### src/rtl/uart_alu_result_tx.sv
// Return path of the UART-ALU datapath: latches one ALU result and hands it
// to uart_transmitter one byte at a time over the start/busy/done handshake.
module uart_alu_result_tx #(
  parameter int NB_OUT    = 16,
  parameter int NB_DATA   = 8,
  parameter int MSB_FIRST = 0
) (
  input  logic               i_clk,
  input  logic               i_reset,
  input  logic               i_start,
  input  logic [NB_OUT-1:0]  i_result,
  input  logic               i_tx_busy,
  input  logic               i_tx_done,
  output logic               o_tx_start,
  output logic [NB_DATA-1:0] o_tx_data,
  output logic               o_busy,
  output logic               o_done
);

  localparam int NB_BYTES = (NB_OUT + NB_DATA - 1) / NB_DATA;
  localparam int NB_SHIFT = NB_BYTES * NB_DATA;
  localparam int NB_CNT   = (NB_BYTES > 1) ? $clog2(NB_BYTES) : 1;
  localparam logic [NB_CNT-1:0] LAST_BYTE = NB_CNT'(NB_BYTES - 1);

  typedef enum logic [1:0] {IDLE, SEND, WAIT, DONE} state_t;

  state_t              state, state_next;
  logic [NB_SHIFT-1:0] shift_reg, shift_next, shift_adv;
  logic [NB_CNT-1:0]   byte_cnt, cnt_next;
  logic [NB_DATA-1:0]  cur_byte, data_next;
  logic                start_next;

  // The byte on the sending end; advancing moves the next byte onto that end.
  assign cur_byte  = (MSB_FIRST != 0) ? shift_reg[NB_SHIFT-1 -: NB_DATA]
                                      : shift_reg[NB_DATA-1:0];
  assign shift_adv = (MSB_FIRST != 0) ? (shift_reg << NB_DATA)
                                      : (shift_reg >> NB_DATA);

  always_comb begin
    state_next = state;
    shift_next = shift_reg;
    cnt_next   = byte_cnt;
    start_next = 1'b0;
    data_next  = o_tx_data;
    case (state)
      IDLE: begin
        if (i_start) begin
          shift_next = NB_SHIFT'(i_result);
          cnt_next   = '0;
          state_next = SEND;
        end
      end
      SEND: begin
        if (!i_tx_busy) begin
          start_next = 1'b1;
          data_next  = cur_byte;
          state_next = WAIT;
        end
      end
      WAIT: begin
        if (i_tx_done) begin
          if (byte_cnt == LAST_BYTE) begin
            state_next = DONE;
          end else begin
            cnt_next   = byte_cnt + NB_CNT'(1);
            shift_next = shift_adv;
            state_next = SEND;
          end
        end
      end
      DONE:    state_next = IDLE;
      default: state_next = IDLE;
    endcase
  end

  // Status outputs are registered from the next state so they line up with it.
  always_ff @(posedge i_clk) begin
    if (i_reset) begin
      state      <= IDLE;
      shift_reg  <= '0;
      byte_cnt   <= '0;
      o_tx_start <= 1'b0;
      o_tx_data  <= '0;
      o_busy     <= 1'b0;
      o_done     <= 1'b0;
    end else begin
      state      <= state_next;
      shift_reg  <= shift_next;
      byte_cnt   <= cnt_next;
      o_tx_start <= start_next;
      o_tx_data  <= data_next;
      o_busy     <= (state_next != IDLE);
      o_done     <= (state_next == DONE);
    end
  end

endmodule

### config.mk
export PLATFORM = sky130hd
export DESIGN_NAME = uart_alu_result_tx
export DESIGN_NICKNAME = d
export VERILOG_FILES = /design/src/rtl/uart_alu_result_tx.sv
export SDC_FILE = /design/constraint.sdc
export NUM_CORES = 1
export LEC_CHECK = 0
export CAP_MARGIN = 20
export CORE_MARGIN = 1
export CORE_UTILIZATION = 47
export DETAILED_ROUTE_END_ITERATION = 10
export GPL_ROUTABILITY_DRIVEN = 0
export PLACE_DENSITY = 0.85
export SYNTH_ARGS = -nofsm -noshare
export SYNTH_HDL_FRONTEND = slang
export SYNTH_SLANG_ARGS = --single-unit
### constraint.sdc
create_clock -name i_clk -period 1.4 [get_ports i_clk]
set_input_delay 0.28 -clock i_clk [delete_from_list [all_inputs] [get_ports i_clk]]
set_output_delay 0.28 -clock i_clk [all_outputs]
set_load 0.02 [all_outputs]
After elaboration in Yosys (flattened, before gate mapping)
Index checks and enable logic that the tools add are counted.
W data, S select, Z words.
{"block": "op_classes", "addsub": 1, "n_eq_ne": 7, "n_mux": 14, "bitwise_logic": 2, "reduce_logical": 7}
{"cell": "$mux W16", "count": 3}
{"cell": "$pmux W16 S2", "count": 1}
{"cell": "$mux W2", "count": 4}
{"cell": "$pmux W2 S4", "count": 1}
{"cell": "$eq A2 B2 Y1 const B", "count": 3}
{"cell": "$ne A2 B2 Y1 const B", "count": 3}
{"cell": "$mux W1", "count": 4}
{"cell": "$reduce_and A4 Y1", "count": 1}
{"cell": "$reduce_bool A2 Y1", "count": 2}
{"cell": "$reduce_and A3 Y1", "count": 1}
{"cell": "$eq A2 B1 Y1 const B", "count": 1}
{"cell": "$logic_not A2 Y1", "count": 1}
{"cell": "$not A1 Y1", "count": 2}
{"cell": "$pmux W1 S2", "count": 1}
{"cell": "$reduce_and A2 Y1", "count": 1}
{"cell": "$reduce_or A2 Y1", "count": 1}
{"cell": "$add A1 B1 Y1 const B", "count": 1}
{"block": "totals", "register_bits": 30, "in_bits": 21, "output_inout_bits": 11, "elab_cells": 38}

Depth between registers and ports, before layout
Gate-level depths: netlist (run 1).
{"block": "depth", "ltp_word": 4, "depth_mapped": 5, "mapped_depth_nobuf": 3}

Least setup slack after synthesis (run 1)
OpenSTA, ideal clock, no wires.
{"block": "synth_timing", "kind": "reg-to-reg", "from": "register state[1]", "to": "register shift_reg[0]", "setup_time_ps": 91, "arrival_time_ps": 1144, "slack_ps": 165, "path_stages_with_launch": 6, "n_path_buf": 2, "period_less_slack_ps": 1235, "cell_sequence": "dfxtp_1 buf_6 nor4bb_4 buf_6 nor3_1 a311oi_1"}
{"block": "synth_between", "elab_chain_cells": 3, "elab_cells_between_ends": 8, "classes_between": "4 x eq/ne; 1 x mux; 3 x reduce/logical"}
{"item": "start, declared", "line_no": "27", "text": "state_t state, state_next;"}
{"item": "start signal, assigned", "line_no": "87", "text": "state <= state_next;"}
{"item": "$eq A2 B2 Y1 / $logic_not A2 Y1 (equally long branches)", "line_no": "45", "text": "case (state)"}
{"item": "$ne A2 B2 Y1 (no line) / $reduce_bool A2 Y1 (equally long branches)"}
{"item": "$reduce_and A4 Y1 (no line)"}
{"item": "end signal, assigned", "line_no": "88", "text": "shift_reg <= shift_next;"}
{"item": "end, declared", "line_no": "28", "text": "logic [NB_SHIFT-1:0] shift_reg, shift_next, shift_adv;"}
Several ways; a longest one is shown, not always the timed one.
A chain may end at the register's enable or synchronous reset.

Worst setup path after layout (run 1)
{"block": "layout_timing", "from": "register state[1]", "to": "register o_tx_data[4]"}
{"block": "layout_between", "elab_chain_cells": 2}
{"item": "$eq A2 B1 Y1", "line_no": "45"}
{"item": "$reduce_and A2 Y1 (no line)"}
{"item": "end signal, assigned", "line_no": "91", "text": "o_tx_data <= data_next;"}
{"item": "end, declared", "line_no": "15", "text": "output logic [NB_DATA-1:0] o_tx_data,"}
No other way between the ends.

==> run_results.csv, run 1 <==
group,metric,value,unit
status,outcome,"finished, final reports clean",
route,firstDrtPassIters,4,
floorplanning,die-area,2776,um^2
clock_tree,htree_levels,2,
yosys,synth_area_per_cell,11.18,um^2
yosys,netlist_instances,108,
power,irDropWorstVdd,0.7312,mV
worst_setup_path,required,1.61,ns
worst_setup_path,cp-startpoint,"state[1]",
timing,hold_ws,0.4708,ns
final_layout,fin_nets,167,
worst_setup_path,startpoint_type,"register",
timing,tightest_slew,0.5053,ns
floorplanning,dieHeight,52.69,um
final_layout,drive_gt1_share,16.33,%
placed_design,dp.cells,169,
clock_tree,clk_latency,0.31,ns
timing,fmax,764.7,MHz
floorplanning,io_pins,32,
route,num_vias,945,
final_layout,final_area,1624,um^2
worst_setup_path,critPathTopFamily,"flip-flops",
route,wl,2429,um
worst_setup_path,endpoint_kind,"register",
grt,first_global_vias,874,
grt,gr-usage-all-layers,20.08,%
worst_setup_path,cp-endpoint,"o_tx_data[4]",
route,ant_nets,0,
final_layout,final_common_cell,"dfxtp_1",
route,drtIter0Drc,14,
timing,hold_viol,0,
grt,grt_pass1_wl,3884,um
yosys,yosys-top-cells-area,"dfxtp_1 50%, mux2i_1 13%, a22o_1 5.8%",
clock_tree,clockBufferDepth,2,
clock_tree,cts_root_buf,"clkbuf_4",
timing,finalSetupViolCount,0,
yosys,synthDistinctLibCells,26,
clock_tree,cts_setup_buffers,0,
worst_setup_path,path_max_fanout,10,
placed_design,port_buffers,31,
final_layout,fillers,205,
floorplanning,num_rows,18,
worst_setup_path,cp.arrival,1.52,ns
timing,fin_skew,0.007634,ns
worst_setup_path,path_buf_inv,2,
worst_setup_path,reg2reg_to,"o_tx_data[4]",
worst_setup_path,slowest_delay,0.36,ns
worst_setup_path,ff2ff_setup_slack,0.09,ns
clock_tree,cts_made_buffers,5,
route,viasPerCell,5.339,
route,wl_per_cell,13.72,um
clock_tree,cts.reportedPaths.clkPinSlew,0.09,ns
worst_setup_path,crit_slowest_cell,"dfxtp_2",
timing,grt_setup_unrepaired,"false",
yosys,synth-seq-area-share,49.74,%
final_layout,n_antenna_cell,0,
floorplanning,coreArea,2455,um^2
floorplanning,start_util,49.18,%
final_layout,largest_reg_flops,16,
placed_design,dpl_cell_area,1558,um^2
final_layout,fin_cells,177,
min_path,hold_class,"primary input to register",
worst_setup_path,worstSetupPathDepth,5,
timing,maxSlewViolCount,0,
route,drc_errors,0,
yosys,post-synth-top-area-cell,"dfxtp_1",
yosys,ys_seq_elements,30,
clock_tree,numClockSinks,30,
power,powerDensity,1077,nW/um^2
yosys,synth_fp_nets,129,
worst_setup_path,crit_type,"register to register",
worst_setup_path,crit_chain,"buf_4, nor3b_2, buf_6, mux2i_1, nor2_1",
timing,maxSlewHeadroom,66.13,%
timing,min_period,1.308,ns
worst_setup_path,worstReg2RegStart,"state[1]",
grt,grt-ovfl-total,0,
timing,post-route-period-util,93.41,%
yosys,syn_area,1207,um^2
floorplanning,fp.dieW,52.69,um
power,total_leakage_power,0.6497,nW
clock_tree,cts_tree,"done",
grt,antenna_found_initial,0,
final_layout,area_growth,34.51,%
yosys,synth_top_area_share,49.74,%
placed_design,hpwl,1881,um
yosys,ys_warn_count,0,
final_layout,mostFrequentLayoutCells,"27 x dfxtp_1, 19 x clkdlybuf4s50_1, 16 x mux2i_1, 11 x dlygate4sd2_1, 10 x nor2_1",
grt,grt_max_degree,23,
worst_setup_path,reg2regPathDepth,5,
run,drv_cap,0,
[worst min-delay path by stage]
stage | startpoint | endpoint | slack, ns | cells after the start
6_report | i_tx_done | state[1] | 0.47 | 4
5_1_grt | i_tx_done | byte_cnt | 0.50 | 4
4_1_cts | shift_reg[14] | shift_reg[14] | 0.48 | 1
3_5_place_dp | shift_reg[10] | shift_reg[10] | 0.46 | 1
3_3_place_gp | shift_reg[14] | shift_reg[14] | 0.46 | 1
2_1_floorplan | i_reset | o_tx_start | 0.35 | 1
[per-layer routing]
metal  global-route usage [%]  share of wire (%)  vias to the layer above  wire length, um
met5                        0                  0                        -                0
met2                    34.18                 55                       25             1325
met1                    22.00                 41                      442              997
li1                         -                  -                      476                -
met3                    7.246                4.0                        2               98
met4                    9.211               0.33                        0                8
[final cells by class]
cell class	count	area (um^2)	share of cell area [%]
clock inverters	1	5.005	0.3082
repair buffers	37	351.6	21.65
well taps	30	37.54	2.311
flip-flops and latches	30	604.3	37.21
inverters	2	7.507	0.4622
multi-input cells	70	563.0	34.67
clock buffers	7	55.05	3.390
[synth_stat cells]
library cell and number:
mux2i_1 16, o22ai_1 1, inv_2 1, dfxtp_1 30
a31oi_2 1, a22o_1 8, nand2b_1 2, buf_6 2
nor3_1 9, mux2_1 1, a21oi_1 3, nor3b_4 1
nor2b_1 2, inv_1 1, nor3_2 1, clkbuf_1 2
nor2_1 10, nor3_4 1, o21ai_0 1, buf_2 1
buf_4 1, a311oi_1 8, and3b_1 1, nor3b_2 1
nor4bb_4 1, nand2_1 2
[stage by stage]
| stage | util (%) | total power [mW] | setup TNS (ns) | worst slack (ns) |
|---|---|---|---|---|
| 2_1_floorplan | - | 1.119 | 0 | 0.1653 |
| 3_3_place_gp | 63.46 | 1.226 | -4.195 | -0.2380 |
| 3_5_place_dp | 63.46 | 1.242 | -5.680 | -0.3338 |
| 4_1_cts | 65.44 | 1.757 | 0 | 0.01886 |
| 5_1_grt | 66.16 | 1.835 | 0 | 0.01362 |
| 6_report | 66.16 | 1.749 | 0 | 0.09233 |
[tightest hold or removal path, stage by stage]
cell,delay [ns]
dlymetal6s2s_1,0.16
nand2b_1,0.11
a31oi_2,0.12
nor2_1,0.08
[repair_timing]
item,4_1_cts,5_1_grt
endpoints found under the setup margin,14,15
pin swaps,0,1
resized for setup,13,5
hold buffers,0,0
[kinds of logic after synthesis]
family / Yosys count / synth area share [%]
multiplexers: 17 / 14.20
AO/OA/AOI/OAI: 22 / 14.82
flip-flops: 30 / 49.74
AND/OR/NAND/NOR: 31 / 17.10
buffers and inverters: 8 / 4.144
[power by group]
part           internal, mW  switching (mW)  leakage, nW  total, mW
logic                 0.148           0.125        0.367      0.273
registers             0.909          0.0371        0.247      0.946
clock network         0.243           0.287       0.0353      0.530
total                  1.30           0.449        0.650       1.75
Power figures use the tool's default switching activity.
==> run 2, diff against run 1 <==
--- a/config.mk
+++ b/config.mk
@@ -10,6 +10,7 @@
 export CORE_UTILIZATION = 47
 export DETAILED_ROUTE_END_ITERATION = 10
 export GPL_ROUTABILITY_DRIVEN = 0
+export GPL_TIMING_DRIVEN = 0
 export PLACE_DENSITY = 0.85
 export SYNTH_ARGS = -nofsm -noshare
 export SYNTH_HDL_FRONTEND = slang
==> run_results.csv, run 2 (synthesis gave the netlist of run 1 again) <==
group,metric,value,unit
status,outcome,"finished, final reports clean",
timing,min_period,1.362,ns
clock_tree,holdBufCountCts,0,
worst_setup_path,cp.arrival,1.59,ns
power,irDropWorstVdd,1.012,mV
grt,first_global_vias,916,
worst_setup_path,path_buf_inv,1,
clock_tree,clk_latency,0.33,ns
worst_setup_path,endpoint_kind,"register",
final_layout,fin_nets,173,
placed_design,dp_slack,-0.3275,ns
route,wl,2656,um
final_layout,drive_gt1_share,16.99,%
route,wl_per_cell,14.51,um
placed_design,hpwl,1887,um
worst_setup_path,worstSetupPathDepth,4,
timing,maxSlewViolCount,0,
route,wl_met2,1378,um
run,drv_cap,0,
floorplanning,coreArea,2455,um^2
floorplanning,start_util,49.18,%
worst_setup_path,crit_chain,"nor4bb_4, buf_4, nor3_4, a22o_1",
final_layout,mostFrequentLayoutCells,"29 x dfxtp_1, 19 x clkdlybuf4s50_1, 16 x mux2i_1, 12 x dlygate4sd2_1, 10 x nor2_1",
timing,post-route-period-util,97.30,%
timing,tightest_slew,0.4919,ns
timing,fin_skew,0.004570,ns
min_path,hold_start,"shift_reg[15]",
floorplanning,fp.dieW,52.69,um
timing,finalSetupViolCount,0,
floorplanning,dieHeight,52.69,um
placed_design,port_buffers,31,
final_layout,fillers,188,
final_layout,final_common_cell,"dfxtp_1",
power,power.share.switching,25.95,%
clock_tree,cts_tree,"done",
timing,hold_ws,0.4829,ns
final_layout,final_area,1660,um^2
clock_tree,cts_root_buf,"clkbuf_4",
worst_setup_path,startpoint_type,"register",
power,finalPower,1.759,mW
worst_setup_path,critPathTopFamily,"simple AND/OR/NAND/NOR gates",
final_layout,utilization,67.64,%
final_layout,fin_cells,183,
route,num_vias,995,
route,ant_nets,0,
timing,fmax,734.1,MHz
min_path,whs_path_depth,1,
route,viasPerCell,5.437,
worst_setup_path,reg2reg_to,"shift_reg[14]",
clock_tree,numClockSinks,30,
timing,maxSlewHeadroom,67.03,%
floorplanning,die-area,2776,um^2
timing,setup_ws,0.03777,ns
grt,gr-usage-all-layers,21.37,%
worst_setup_path,worstReg2RegStart,"state[0]",
clock_tree,clockBufferDepth,2,
timing,grt_setup_unrepaired,"false",
grt,grt_max_degree,11,
clock_tree,cts_made_buffers,5,
clock_tree,htree_levels,2,
worst_setup_path,crit_slowest_cell,"dfxtp_4",
timing,hold_viol,0,
floorplanning,io_pins,32,
worst_setup_path,slowest_delay,0.40,ns
final_layout,area_growth,37.51,%
worst_setup_path,ff2ff_setup_slack,0.04,ns
power,clock_power_share,30.2,%
worst_setup_path,reg2regPathDepth,4,
min_path,whs_endpoint,"shift_reg[15]",
timing,tns,0,ns
final_layout,largest_reg_flops,16,
grt,antenna_found_initial,0,
power,pwr-share-comb,16.0,%
min_path,hold_class,"register to register",
placed_design,dp.cells,169,
final_layout,n_antenna_cell,0,
power,total_leakage_power,0.6658,nW
route,wl_met1,1102,um
route,met3RoutedLength,126,um
route,top_layer_used,"met4",
clock_tree,cts.reportedPaths.clkPinSlew,0.09,ns
floorplanning,num_rows,18,
power,powerDensity,1059,nW/um^2
worst_setup_path,path_max_fanout,8,
power,intPower,1.302,mW
grt,grt-ovfl-total,0,
power,power_frac_seq,53.8,%
route,drc_errors,0,
worst_setup_path,crit_type,"register to register",
route,drtIter0Drc,26,
placed_design,dpl_cell_area,1555,um^2
worst_setup_path,required,1.63,ns
power,p_sw,0.4564,mW
route,firstDrtPassIters,4,
grt,grt_pass1_wl,4119,um
[run 2: layout make-up]
cell class | count | area, um^2 | share of cell area [%]
buffer | 6 | 42.54 | 2.562
clock inverter | 1 | 5.005 | 0.3014
sequential | 30 | 604.3 | 36.40
tap | 30 | 37.54 | 2.261
inverter | 2 | 7.507 | 0.4521
timing repair buffer | 36 | 332.8 | 20.05
multi-input combinational | 71 | 575.6 | 34.66
clock buffer | 7 | 55.05 | 3.316
[run 2: how the worst max path moves through the flow]
stage	slack [ns]	start	to
6_report	0.04	state[0]	shift_reg[14]
5_1_grt	0.001	state[1]	shift_reg[8]
4_1_cts	0.01	state[1]	shift_reg[14]
3_5_place_dp	-0.33	i_tx_done	shift_reg[3]
3_3_place_gp	-0.25	i_tx_done	shift_reg[4]
2_1_floorplan	0.17	state[1]	shift_reg[0]
[run 2: repair_timing]
| action | CTS | global route |
|---|---|---|
| setup buffers | 0 | 4 |
| pin swaps | 1 | 3 |
| setup endpoints to repair | 20 | 17 |
| gates resized for setup | 13 | 3 |
| gates cloned | 1 | 1 |
[run 2: routing by layer]
metal  vias to the layer above  global-route usage, %
met5                         -                      0
met4                         0                  17.98
met3                         7                  4.348
met2                        35                  33.33
met1                       458                  24.69
li1                        495                      -
[run 2: power by group through the flow]
stage	sequential [mW]	clock [mW]	combinational (mW)
2_1_floorplan	0.966	0	0.152
6_report	0.946	0.531	0.281
4_1_cts	0.944	0.538	0.268
5_1_grt	0.952	0.578	0.306
3_3_place_gp	0.959	0	0.263
3_5_place_dp	0.964	0	0.274
==> variant: new RTL, config.mk and constraints of run 1 <==
The 4 states of `state_t` get a Gray code encoding in 2 bits.
--- a/src/rtl/uart_alu_result_tx.sv
+++ b/src/rtl/uart_alu_result_tx.sv
@@ -22,7 +22,7 @@
   localparam int NB_CNT   = (NB_BYTES > 1) ? $clog2(NB_BYTES) : 1;
   localparam logic [NB_CNT-1:0] LAST_BYTE = NB_CNT'(NB_BYTES - 1);
 
-  typedef enum logic [1:0] {IDLE, SEND, WAIT, DONE} state_t;
+  typedef enum logic [1:0] {IDLE = 2'b00, SEND = 2'b01, WAIT = 2'b11, DONE = 2'b10} state_t;
 
   state_t              state, state_next;
   logic [NB_SHIFT-1:0] shift_reg, shift_next, shift_adv;
Formal check against the unedited RTL: no difference found for any inputs over 10 cycles, from zero or initial values and one cycle with i_reset high; not proved beyond that.
==> variant against run 1 <==
Sequential cell count unchanged; clock skew rose by 3.4 ps; wire length increased by 26%; cell area rose by 9.4%; total power grew 2.4%; setup slack lost 86 ps; maximum frequency down 6.2%; area after synthesis up 6.1%.
==> variant: results (changes against run 1) <==
[setup_path]
rr_startpoint=state[0]$_SDFF_PP0_
cp_slowest_cell=or3b_4
reg2regPathDepth=4  ; -1
worstPathArrival_ps=1620  ; +100 ps
max_stage_delay_ps=410  ; +50 ps
timing.rr.end=shift_reg[0]$_SDFFE_PP0P_
cp_max_fo=7  ; -3
reg2reg_slack_ps=6  ; -90 ps

[global_route]
grt_pass1_vias=1053  ; +20%
grt_max_degree=21  ; -8.7%
grt_antenna_before_repair=0  ; unchanged
grt_pass1_wl_mm=4.650  ; +20%
grt_usage_pct=22.49  ; +2.4 points

[hold_path]
min_path_cells=2  ; -2
worstHoldStart=o_tx_data[4]$_SDFFE_PP0P_
hold-path-endpoint=o_tx_data[4]$_SDFFE_PP0P_
hold_class=reg -> reg

[logic_synthesis]
synth_seq_area_share_pct=46.88  ; -2.9 points
avgSynthCellArea_um2=9.421  ; -16%
synthTopCellsByArea=dfxtp_1 (47%), mux2i_1 (6.3%), nor3_1 (6.3%), nor4bb_1 (6.3%), nor2_1 (5.6%)
ys_types=27  ; +3.8%
synthTopCellsByCount=dfxtp_1 (30), nor2_1 (19), nor3_1 (16)
syn_nets=157  ; +22%

[route]
wl_met1_mm=1.334  ; +34%
met3WireLength_um=147  ; +50%
vias=1174  ; +24%
top_layer=met4
routed_wl_mm=3.054  ; +26%
met2_wirelength_mm=1.490  ; +12%
avgRoutedWirePerCell_um=14.83  ; +8.0%
dr.first_iter.drc_count=37  ; +23

[clocking]
cts_tree=built
htree_levels=2  ; unchanged
clockBufferDepth=2  ; unchanged
path_clk_slew_ps=90  ; about the same
clk_latency_ps=340  ; +30 ps
cts_root_buf=clkbuf_4

[finish]
antenna_cells=0  ; unchanged
drive_above_1_share_pct=19.32  ; +3.0 points
largest_reg_flops=16  ; unchanged
layout.nets=196  ; +17%

[placement]
hpwl_mm=2.025  ; +7.7%

[timing]
fin_skew_ps=11.03  ; +3.396 ps
finalHoldWorstSlack_ps=491.5  ; +20.66 ps
worst_pin_slew_ps=324.5  ; -180.8 ps

[power]
p_leak_nw=0.7766  ; +20%
peakVddDrop_v=0.0008477  ; +16%

[outcome]
status=finished, final reports clean

[variant: cell families after synthesis]
logic type | count (synthesis) | synth area share (%)
multiplexers | 8 | 6.250
buffers and inverters | 15 | 6.249
flip-flops | 30 | 46.88
AND/OR/NAND/NOR | 63 | 29.10
AO/OA/AOI/OAI | 20 | 11.52
[variant: how the worst max path moves through the flow]
stage / start / end / slack (ps) / depth (start not counted)
3_5_place_dp: i_start / shift_reg[4]$_SDFFE_PP0P_ / -410 / 5
2_1_floorplan: state[1]$_SDFF_PP0_ / shift_reg[6]$_SDFFE_PP0P_ / -20 / 6
5_1_grt: state[0]$_SDFF_PP0_ / shift_reg[0]$_SDFFE_PP0P_ / -20 / 4
3_3_place_gp: i_start / shift_reg[2]$_SDFFE_PP0P_ / -330 / 5
4_1_cts: i_start / shift_reg[3]$_SDFFE_PP0P_ / -50 / 5
6_report: state[0]$_SDFF_PP0_ / shift_reg[0]$_SDFFE_PP0P_ / 6 / 4
[variant: what timing repair did]
item,4_1_cts,5_1_grt
cloned,0,1
pin swaps,0,1
setup buffers,0,1
gates resized for setup,11,12
setup endpoints to repair,14,16
[variant: through the flow]
stage	instance area (µm²)	util [%]	setup WS (ps)
after floorplan	1294	-	-19.48
after global placement	1663	65.92	-332.3
after detailed placement	1663	65.92	-409.3
after CTS	1713	67.91	-46.96
after global routing	1777	70.44	-17.89
final	1777	70.44	6.416
[variant: routing by layer]
metal  up-vias  track usage [%]
li1        577                -
met1       540            27.66
met2        47            35.37
met3        10            5.278
met4         0            13.68
met5         -                0
[variant: final cells by class]
type                            count  area [µm²]
Multi-Input combinational cell     91       653.1
Tap cell                           30       37.54
Sequential cell                    30       601.8
Clock inverter                      2       12.51
Fill cell                         204       745.7
Clock buffer                        6       51.30
Inverter                            1       3.754
Timing Repair Buffer               46       416.7
[variant: critical path: cells and delay by family, from the launching register on]
kind            cells  cell delay (ps)
simple gates        2              500
flops               1              340
compound gates      1              300
buf+inv             1              150
[variant: power by group]
group / internal [mW] / leakage (nW) / switching, mW / total [mW]
Clock: 0.241 / 0.0343 / 0.317 / 0.558
Sequential: 0.902 / 0.246 / 0.0270 / 0.929
Combinational: 0.162 / 0.496 / 0.141 / 0.303
Total: 1.31 / 0.777 / 0.485 / 1.79
